**src/rtl/mxm_operand_streamer.sv**
```systemverilog
// Operand feeder for the serial MAC/ReLU datapath: loads an activation vector, walks the
// weight memory row-major emitting aligned (weight, activation) pairs, then drains row results.
module mxm_operand_streamer #(
  parameter int unsigned W    = 8,
  parameter int unsigned NMAX = 16,
  parameter int unsigned AW   = 8,
  parameter int unsigned CW   = 5
) (
  input  logic          clk,
  input  logic          rst,
  input  logic          start,
  input  logic [CW-1:0] cfg_nin,
  input  logic [CW-1:0] cfg_nout,
  input  logic          x_valid,
  input  logic [W-1:0]  x_data,
  output logic          x_ready,
  output logic          w_rd,
  output logic [AW-1:0] w_addr,
  input  logic [W-1:0]  w_data,
  output logic          pair_valid,
  output logic [W-1:0]  a_out,
  output logic [W-1:0]  x_out,
  output logic          row_first,
  output logic          row_last,
  input  logic          y_valid,
  input  logic [W-1:0]  y_data,
  output logic          r_valid,
  output logic [W-1:0]  r_data,
  input  logic          r_ready,
  output logic          busy,
  output logic          done
);

  localparam int unsigned IW = (NMAX > 1) ? $clog2(NMAX) : 1;
  localparam logic [CW-1:0] NMaxC = CW'(NMAX);

  typedef enum logic [2:0] {StIdle, StLoad, StStream, StDrain, StUnload} state_e;

  state_e        state_q;
  logic [CW-1:0] nin_q, nout_q;
  logic [CW-1:0] ld_cnt_q, n_q, m_q, k_q, j_q;
  logic [AW-1:0] w_addr_q;
  logic          pair_valid_q, row_first_q, row_last_q;
  logic [W-1:0]  x_out_q;

  logic [W-1:0]  xbuf [NMAX];
  logic [W-1:0]  ybuf [NMAX];

  logic cfg_legal, last_col, last_row, x_hs, capture, last_res;

  assign cfg_legal = (cfg_nin != '0) && (cfg_nin <= NMaxC) &&
                     (cfg_nout != '0) && (cfg_nout <= NMaxC);
  assign last_col  = (n_q == nin_q - CW'(1));
  assign last_row  = (m_q == nout_q - CW'(1));
  assign x_hs      = x_valid && (state_q == StLoad);
  // Results beyond nout are dropped once the buffer is full.
  assign capture   = y_valid && ((state_q == StStream) || (state_q == StDrain)) &&
                     (k_q != nout_q);
  assign last_res  = (j_q == nout_q - CW'(1));

  always_ff @(posedge clk) begin
    if (!rst) begin
      state_q      <= StIdle;
      nin_q        <= '0;
      nout_q       <= '0;
      ld_cnt_q     <= '0;
      n_q          <= '0;
      m_q          <= '0;
      k_q          <= '0;
      j_q          <= '0;
      w_addr_q     <= '0;
      pair_valid_q <= 1'b0;
      row_first_q  <= 1'b0;
      row_last_q   <= 1'b0;
      x_out_q      <= '0;
    end else begin
      // Pair outputs trail the w_rd cycle by one, matching the memory read latency.
      pair_valid_q <= 1'b0;
      row_first_q  <= 1'b0;
      row_last_q   <= 1'b0;
      x_out_q      <= '0;
      if (capture) k_q <= k_q + CW'(1);

      unique case (state_q)
        StIdle: begin
          if (start && cfg_legal) begin
            nin_q    <= cfg_nin;
            nout_q   <= cfg_nout;
            ld_cnt_q <= '0;
            k_q      <= '0;
            state_q  <= StLoad;
          end
        end
        StLoad: begin
          if (x_valid) begin
            ld_cnt_q <= ld_cnt_q + CW'(1);
            if (ld_cnt_q == nin_q - CW'(1)) begin
              n_q      <= '0;
              m_q      <= '0;
              w_addr_q <= '0;
              state_q  <= StStream;
            end
          end
        end
        StStream: begin
          pair_valid_q <= 1'b1;
          x_out_q      <= xbuf[n_q[IW-1:0]];
          row_first_q  <= (n_q == '0);
          row_last_q   <= last_col;
          w_addr_q     <= w_addr_q + AW'(1);
          if (last_col) begin
            n_q <= '0;
            m_q <= m_q + CW'(1);
            if (last_row) begin
              w_addr_q <= '0;
              state_q  <= StDrain;
            end
          end else begin
            n_q <= n_q + CW'(1);
          end
        end
        StDrain: begin
          if (k_q == nout_q) begin
            j_q     <= '0;
            state_q <= StUnload;
          end
        end
        StUnload: begin
          if (r_ready) begin
            j_q <= j_q + CW'(1);
            if (last_res) state_q <= StIdle;
          end
        end
        default: state_q <= StIdle;
      endcase
    end
  end

  always_ff @(posedge clk) begin
    if (x_hs) xbuf[ld_cnt_q[IW-1:0]] <= x_data;
    if (capture) ybuf[k_q[IW-1:0]] <= y_data;
  end

  assign x_ready    = (state_q == StLoad);
  assign w_rd       = (state_q == StStream);
  assign w_addr     = w_addr_q;
  assign pair_valid = pair_valid_q;
  assign a_out      = pair_valid_q ? w_data : '0;
  assign x_out      = x_out_q;
  assign row_first  = row_first_q;
  assign row_last   = row_last_q;
  assign r_valid    = (state_q == StUnload);
  assign r_data     = r_valid ? ybuf[j_q[IW-1:0]] : '0;
  assign busy       = (state_q != StIdle);
  assign done       = r_valid && r_ready && last_res;

endmodule

```
**config.mk**
```make
export PLATFORM = sky130hd
export DESIGN_NAME = mxm_operand_streamer
export DESIGN_NICKNAME = d
export VERILOG_FILES = /design/src/rtl/mxm_operand_streamer.sv
export SDC_FILE = /design/constraint.sdc
export NUM_CORES = 1
export LEC_CHECK = 0
export ABC_AREA = 1
export CAP_MARGIN = 20
export CORE_ASPECT_RATIO = 0.5
export CORE_MARGIN = 2
export CORE_UTILIZATION = 40
export CTS_BUF_LIST = sky130_fd_sc_hd__clkbuf_4 sky130_fd_sc_hd__clkbuf_8
export DETAILED_ROUTE_END_ITERATION = 16
export DONT_BUFFER_PORTS = 1
export GPL_TIMING_DRIVEN = 1
export PLACE_DENSITY = 0.55
export SETUP_SLACK_MARGIN = 0.3
export SKIP_CTS_REPAIR_TIMING = 1
export SLEW_MARGIN = 5
export SYNTH_ARGS = -nofsm -noshare
export SYNTH_HDL_FRONTEND = slang
export SYNTH_SLANG_ARGS = --single-unit
export TNS_END_PERCENT = 30
```
**constraint.sdc**
```tcl
create_clock -name clk -period 2.55 [get_ports clk]
set_clock_uncertainty 0.2 [all_clocks]
set_input_delay 0.51 -clock clk [delete_from_list [all_inputs] [get_ports clk]]
set_output_delay 0.51 -clock clk [all_outputs]
set_load 0.01 [all_outputs]
```
==> flow_summary.toml, run 1 <==
[outcome]
status = "finished with violations"
failed_checks = "hold timing, setup timing"

[yosys]
synth_edf_count = 256
syn-num-nets = 1263
post-synth-top-area-cell = "sky130_fd_sc_hd__edfxtp_1"
ys_seq_area_share_pct = 66.41
synth_top_area_share_pct = 57.30
postSynth.asyncResetShare_pct = 0
synthCells = 1208
synth.area.top_cells = "sky130_fd_sc_hd__edfxtp_1 57%, sky130_fd_sc_hd__dfxtp_1 9.1%, sky130_fd_sc_hd__nor2_1 5.7%, sky130_fd_sc_hd__o21ai_0 5.4%, sky130_fd_sc_hd__nand2_1 3.7%"
syn-cell-area_sq_um = 13420
synth.yosys.warnings = 0
syn-mean-instance-area_sq_um = 11.11
flop_and_latch_count_out_of_synthesis = 317
synth_flop_cell = "sky130_fd_sc_hd__edfxtp_1"
synth_cell_type_count = 40

[finish]
mostFrequentLayoutCell = "sky130_fd_sc_hd__edfxtp_1"
most_frequent_cells_in_the_layout = "256 x sky130_fd_sc_hd__edfxtp_1, 200 x sky130_fd_sc_hd__nor2_1, 141 x sky130_fd_sc_hd__o21ai_0"
areaGrowthSynthToFinish_pct = 17.30
layout.cell_area.non_filler_sq_um = 15740
finish.cell_count_without_fillers = 1776
antenna_cells_inserted = 0
proportion_of_layout_cells_with_a_drive_suffix_above_1_pct = 17.30
area_of_combinational_cells_with_multiple_inputs_sq_um = 4116
seqCellArea_sq_um = 8927
final_net_count = 1353
layout_filler_cell_count = 2998

[pwr]
total_switching_power_mw = 3.250
p_leak_nw = 5.455
clock_power_share_pct = 35.8
p_int_mw = 8.493
p_sw_share_pct = 27.68
power.share.combinational_pct = 14.7
total_power_density_per_cell_area_nw_per_um2 = 746.2
power.total_mw = 11.74
seq_power_share_pct = 49.5
max-vdd-ir-drop_uv = 346.5

[critical_path]
timing.critical_path.fanout_max = 14
worst_ep_arrival_time_ns = 2.02
critPathCaptureType = "output port"
r2r-start = "nout_q[0]"
worstReg2RegEnd = "state_q[0]"
timing.critical_path.required_ns = 1.84
reg2reg_setup_slack_ns = 0.43
critical_path.startpoint_type = "flip-flop"
worst-r2r-cell-count = 15
critPathKind = "flip-flop to output port"

[sta]
fin_crit_sh_pct = 107.1
post-route-min-period_ns = 2.731
max_slew.worst_pin.slew_ns = 0.7544
setup_viol = 9
grt_setup_unrepaired = "true"
fin_tns_setup_ns = -1.285
slew_headroom_pct = 49.54
maxClockFrequency_mhz = 366.2
slew_viol_final = 0
hold_ws_ns = -0.04089
setup_slack_ns = -0.1805
timing_hold_violations_final = 2

[grt]
grt-ovfl-total = 0
grt_start_max_net_pins = 56
grt_usage_pct = 18.98
antenna_found_initial = 0
grt_pass1_wl_microns = 52100
via_count_of_the_first_global_routing_pass = 9392

[route]
drc_errors = 0
detail_route.vias_per_cell = 5.381
drt_pre_antenna_iters = 5
vias_after_detailed_routing = 9557
post_drt_wl_per_cell_microns = 19.10
drt_first_iter_violations = 783
routed_wirelength_microns = 33920
final_antenna_net_count = 0

[place]
post_dp_hpwl_microns = 21360
io_buffers = 0
post-place-ws_ns = 0.3049
globalplace.congestion = 0.8666
placed_cells_incl_taps = 1657
placement.cell_area_sq_um = 14250

[die]
initial_core_utilization_pct = 40.59
core_sq_um = 33050
std_cell_rows = 47
die_w_microns = 263.0
die-height_microns = 133.5
design.portCount = 80
dieArea_sq_um = 35110

[clocking]
cts.htree.levels = 2
clkSlewWorstSetupHoldPaths_ns = 0.07
cts_tree = "done"
clock_insertion_delay_worst_skew_ns = 0.58
cts_inserted_buffers = 48
root_buffer_master = "sky130_fd_sc_hd__clkbuf_8"
maximum_buffer_depth_of_the_clock_tree = 3
tritoncts_num_sinks = 317

[min_path]
worst_hold_path.num_cells = 2
timing.hold.worst_endpoint = "nin_q[1]"
worstHoldStart = "cfg_nin[1]"
type_of_the_worst_min_delay_path = "input pin to flip-flop"

[run]
cap_violations = 0
logic make-up after synthesis:
group,after synthesis,synth area share (%)
AO/OA/AOI/OAI,282,12.40
XOR/XNOR,23,1.502
adder cells (fa/ha/maj),15,1.399
buffers and inverters,127,3.759
flip-flops,317,66.41
AND/OR/NAND/NOR,444,14.54
worst max-delay path by stage:
stage	startpoint	endpoint	slack, ns	cells past startpoint
finish	flip-flop	r_data[6]	-0.18	7
global route	flip-flop	r_data[1]	-0.27	6
CTS	flip-flop	r_data[1]	-0.35	6
detailed placement	nout_q[1]	state_q[0]	0.30	15
global placement	nout_q[1]	state_q[0]	0.31	14
floorplan	nout_q[0]	done	0.40	9
sequential cells by signal, indices dropped and copies added, names as in the netlist, named ones only:
| name | cells |
|---|---|
| nin_q | 5 |
| ybuf | 128 |
| nout_q | 5 |
| row_last | 1 |
| xbuf | 128 |
| ld_cnt_q | 5 |
| w_addr | 8 |
| j_q | 5 |
| state_q | 3 |
| n_q | 5 |
| k_q | 5 |
| m_q | 5 |
| row_first | 1 |
| pair_valid | 1 |
| x_out | 8 |
cells in the mapped netlist (14+ instances only):
master / n
sky130_fd_sc_hd__a21oi_1: 36
sky130_fd_sc_hd__clkbuf_1: 45
sky130_fd_sc_hd__dfxtp_1: 61
sky130_fd_sc_hd__edfxtp_1: 256
sky130_fd_sc_hd__ha_1: 15
sky130_fd_sc_hd__inv_1: 56
sky130_fd_sc_hd__inv_2: 14
sky130_fd_sc_hd__nand2_1: 133
sky130_fd_sc_hd__nand3_1: 48
sky130_fd_sc_hd__nor2_1: 205
sky130_fd_sc_hd__o211ai_1: 15
sky130_fd_sc_hd__o21ai_0: 144
sky130_fd_sc_hd__o221ai_1: 33
sky130_fd_sc_hd__o22ai_1: 31
sky130_fd_sc_hd__xor2_1: 18
routing by layer:
layer | global-route usage [%] | up-vias | wire length [microns]
met3 | 4.030 | 77 | 1822
li1 | - | 4500 | -
met5 | 0 | - | 0
met2 | 32.35 | 274 | 16490
met1 | 24.19 | 4706 | 14650
met4 | 6.635 | 0 | 947
power by group through the flow:
stage / registers [mW] / logic (mW) / clock network, mW
floorplan: 5.88 / 1.15 / 0
global route: 5.82 / 1.93 / 4.56
detailed placement: 5.91 / 1.54 / 0
finish: 5.81 / 1.73 / 4.20
global placement: 5.91 / 1.52 / 0
CTS: 5.80 / 1.55 / 4.32
worst max-delay path, stage by stage, from the launching register on:
cell	delay (ns)
sky130_fd_sc_hd__dfxtp_4	0.40
sky130_fd_sc_hd__buf_4	0.15
sky130_fd_sc_hd__clkbuf_16	0.16
sky130_fd_sc_hd__o21ai_1	0.13
sky130_fd_sc_hd__o22ai_1	0.09
sky130_fd_sc_hd__o211ai_1	0.25
sky130_fd_sc_hd__a21oi_2	0.08
sky130_fd_sc_hd__buf_4	0.16
through the flow:
stage / util, % / hold WS [ns]
after global routing: 47.61 / 0.001354
after CTS: 45.99 / -0.2203
after global placement: 43.12 / 0.2774
after detailed placement: 43.12 / 0.2907
after floorplan: - / 0.2441
final: 47.61 / -0.04089
cell type report:
cell class | count | area share [%]
Clock buffer | 67 | 5.343
Multi-Input combinational cell | 764 | 26.16
Sequential cell | 317 | 56.73
Clock inverter | 20 | 0.6997
Timing Repair Buffer | 96 | 5.772
Tap cell | 441 | 3.506
Inverter | 71 | 1.789
Power figures use the tool's default switching activity.
==> inputs of run 2 (changes only) <==
--- a/config.mk
+++ b/config.mk
@@ -6,9 +6,7 @@
 export NUM_CORES = 1
 export LEC_CHECK = 0
 export ABC_AREA = 1
-export CAP_MARGIN = 20
 export CORE_ASPECT_RATIO = 0.5
-export CORE_MARGIN = 2
 export CORE_UTILIZATION = 40
 export CTS_BUF_LIST = sky130_fd_sc_hd__clkbuf_4 sky130_fd_sc_hd__clkbuf_8
 export DETAILED_ROUTE_END_ITERATION = 16
==> run 2 against run 1 <==
  * The run ends with DRC, setup timing left
  * Sequential cell count unchanged
  * Critical path depth stayed put
  * Sequential power barely moved
  * Final cell count is the same
  * Register-to-register slack about the same
  * Wire length is 3.8% higher
  * First-iteration DRC count increased by 0.89%
  * Global-route usage is 0.48 points higher
  * Clock-buffer cell count increased by 4
  * Worst hold slack improved by 0.042 ns
  * Die area is 2.2% lower
  * Power grew 1.1%
==> flow_summary.toml, run 2 (synthesis gave the netlist of run 1 again) <==
[finish]
layout_filler_cell_count = 2847
final_net_count = 1360
areaGrowthSynthToFinish_pct = 20.14
proportion_of_layout_cells_with_a_drive_suffix_above_1_pct = 20.36
most_frequent_cells_in_the_layout = "256 x sky130_fd_sc_hd__edfxtp_1, 186 x sky130_fd_sc_hd__nor2_1, 133 x sky130_fd_sc_hd__nand2_1"
finalCoreUtilization_pct = 49.83
mostFrequentLayoutCell = "sky130_fd_sc_hd__edfxtp_1"

[clocking]
tritoncts_num_sinks = 317
cts_tree = "done"
maximum_buffer_depth_of_the_clock_tree = 3
clkSlewWorstSetupHoldPaths_ns = 0.07
cts.htree.levels = 2
clock_insertion_delay_worst_skew_ns = 0.58
cts_inserted_buffers = 47
root_buffer_master = "sky130_fd_sc_hd__clkbuf_8"

[outcome]
failed_checks = "DRC, setup timing"
status = "finished with violations"

[sta]
fin_crit_sh_pct = 109.0
maxClockFrequency_mhz = 359.9
max_slew.worst_pin.slew_ns = 0.8304
grt_setup_unrepaired = "true"
timing_hold_violations_final = 0
setup_slack_ns = -0.2283
fin_tns_setup_ns = -1.499
setup_viol = 9
post-route-min-period_ns = 2.778
slew_headroom_pct = 44.46
slew_viol_final = 0

[critical_path]
worst-r2r-cell-count = 13
critPathCaptureType = "output port"
critPathKind = "flip-flop to output port"
r2r-start = "nin_q[1]"
critical_path.startpoint_type = "flip-flop"
reg2reg_setup_slack_ns = 0.43
timing.critical_path.fanout_max = 8
timing.critical_path.required_ns = 1.84
worstReg2RegEnd = "w_addr[5]"
worst_ep_arrival_time_ns = 2.07

[min_path]
worst_hold_path.num_cells = 2
type_of_the_worst_min_delay_path = "input pin to flip-flop"
timing.hold.worst_endpoint = "nout_q[0]"
worstHoldStart = "cfg_nout[0]"

[route]
routed_wirelength_microns = 35210
drt_first_iter_violations = 790
drt_pre_antenna_iters = 11
vias_after_detailed_routing = 9590
post_drt_wl_per_cell_microns = 19.83
drc_errors = 3
final_antenna_net_count = 0
detail_route.vias_per_cell = 5.400

[grt]
grt_pass1_wl_microns = 51730
antenna_found_initial = 3
via_count_of_the_first_global_routing_pass = 9222
grt_start_max_net_pins = 66
grt_usage_pct = 19.46
grt-ovfl-total = 0

[pwr]
power.total_mw = 11.87
max-vdd-ir-drop_uv = 394.0
p_leak_nw = 5.571
total_power_density_per_cell_area_nw_per_um2 = 736.4

[place]
globalplace.congestion = 0.9084
io_buffers = 0
post_dp_hpwl_microns = 21800

[die]
std_cell_rows = 46
die_w_microns = 261.0
design.portCount = 80
core_sq_um = 32350
dieArea_sq_um = 34320
die-height_microns = 131.5
initial_core_utilization_pct = 41.47

[run]
cap_violations = 0
-- run 2: power breakdown --
group          leakage (nW)  switching (mW)  internal [mW]  total (mW)
registers              2.80           0.129           5.70        5.83
logic                  2.26            1.18          0.590        1.77
clock network         0.509            1.98           2.29        4.27
total                  5.57            3.29           8.58        11.9
-- run 2: final cells by class --
| cell class | count | area, sq um | share of cell area [%] |
|---|---|---|---|
| flip-flops and latches | 317 | 8930 | 55.41 |
| well taps | 432 | 540.5 | 3.354 |
| diodes | 3 | 7.507 | 0.04658 |
| inverters | 71 | 291.5 | 1.809 |
| multi-input cells | 764 | 4277 | 26.54 |
| clock inverters | 14 | 86.33 | 0.5357 |
| clock buffers | 71 | 877.1 | 5.442 |
| repair buffers | 104 | 1107 | 6.871 |
-- run 2: metrics by stage --
stage	instance area [sq um]	setup slack, ns	instances	hold slack [ns]
2_1_floorplan	13420	0.4012	1208	0.2441
3_3_place_gp	14220	0.2771	1644	0.2725
3_5_place_dp	14220	0.2875	1644	0.2926
4_1_cts	15180	-0.3426	1729	-0.2122
5_1_grt	16120	-0.3104	1776	-0.0009869
6_report	16120	-0.2283	1776	0.001109
-- run 2: worst max path at each step --
stage                          from          to  slack [ns]  cells past startpoint
after floorplan           nout_q[0]        done        0.40                      9
after global placement    nout_q[1]  state_q[0]        0.28                     14
after detailed placement   nin_q[0]      m_q[0]        0.29                     13
after CTS                 nout_q[1]        done       -0.34                     10
after global routing      flip-flop   r_data[0]       -0.31                      7
final                     flip-flop   r_data[1]       -0.23                      7
-- run 2: worst max-delay path, stage by stage (launching register included) --
cell and delay (ns):
sky130_fd_sc_hd__dfxtp_4 0.37, sky130_fd_sc_hd__buf_12 0.15, sky130_fd_sc_hd__inv_12 0.09, sky130_fd_sc_hd__clkbuf_16 0.16
sky130_fd_sc_hd__o21ai_0 0.10, sky130_fd_sc_hd__o221ai_1 0.28, sky130_fd_sc_hd__nand3_1 0.14, sky130_fd_sc_hd__a21oi_2 0.21
-- run 2: per-layer routing --
| metal | global-route usage, % | part of all wire, % | vias to the layer above |
|---|---|---|---|
| met3 | 4.205 | 6.7 | 53 |
| met2 | 32.39 | 49 | 314 |
| met4 | 5.588 | 1.8 | 0 |
| met5 | 0 | 0 | - |
| met1 | 25.46 | 43 | 4696 |
| li1 | - | - | 4527 |
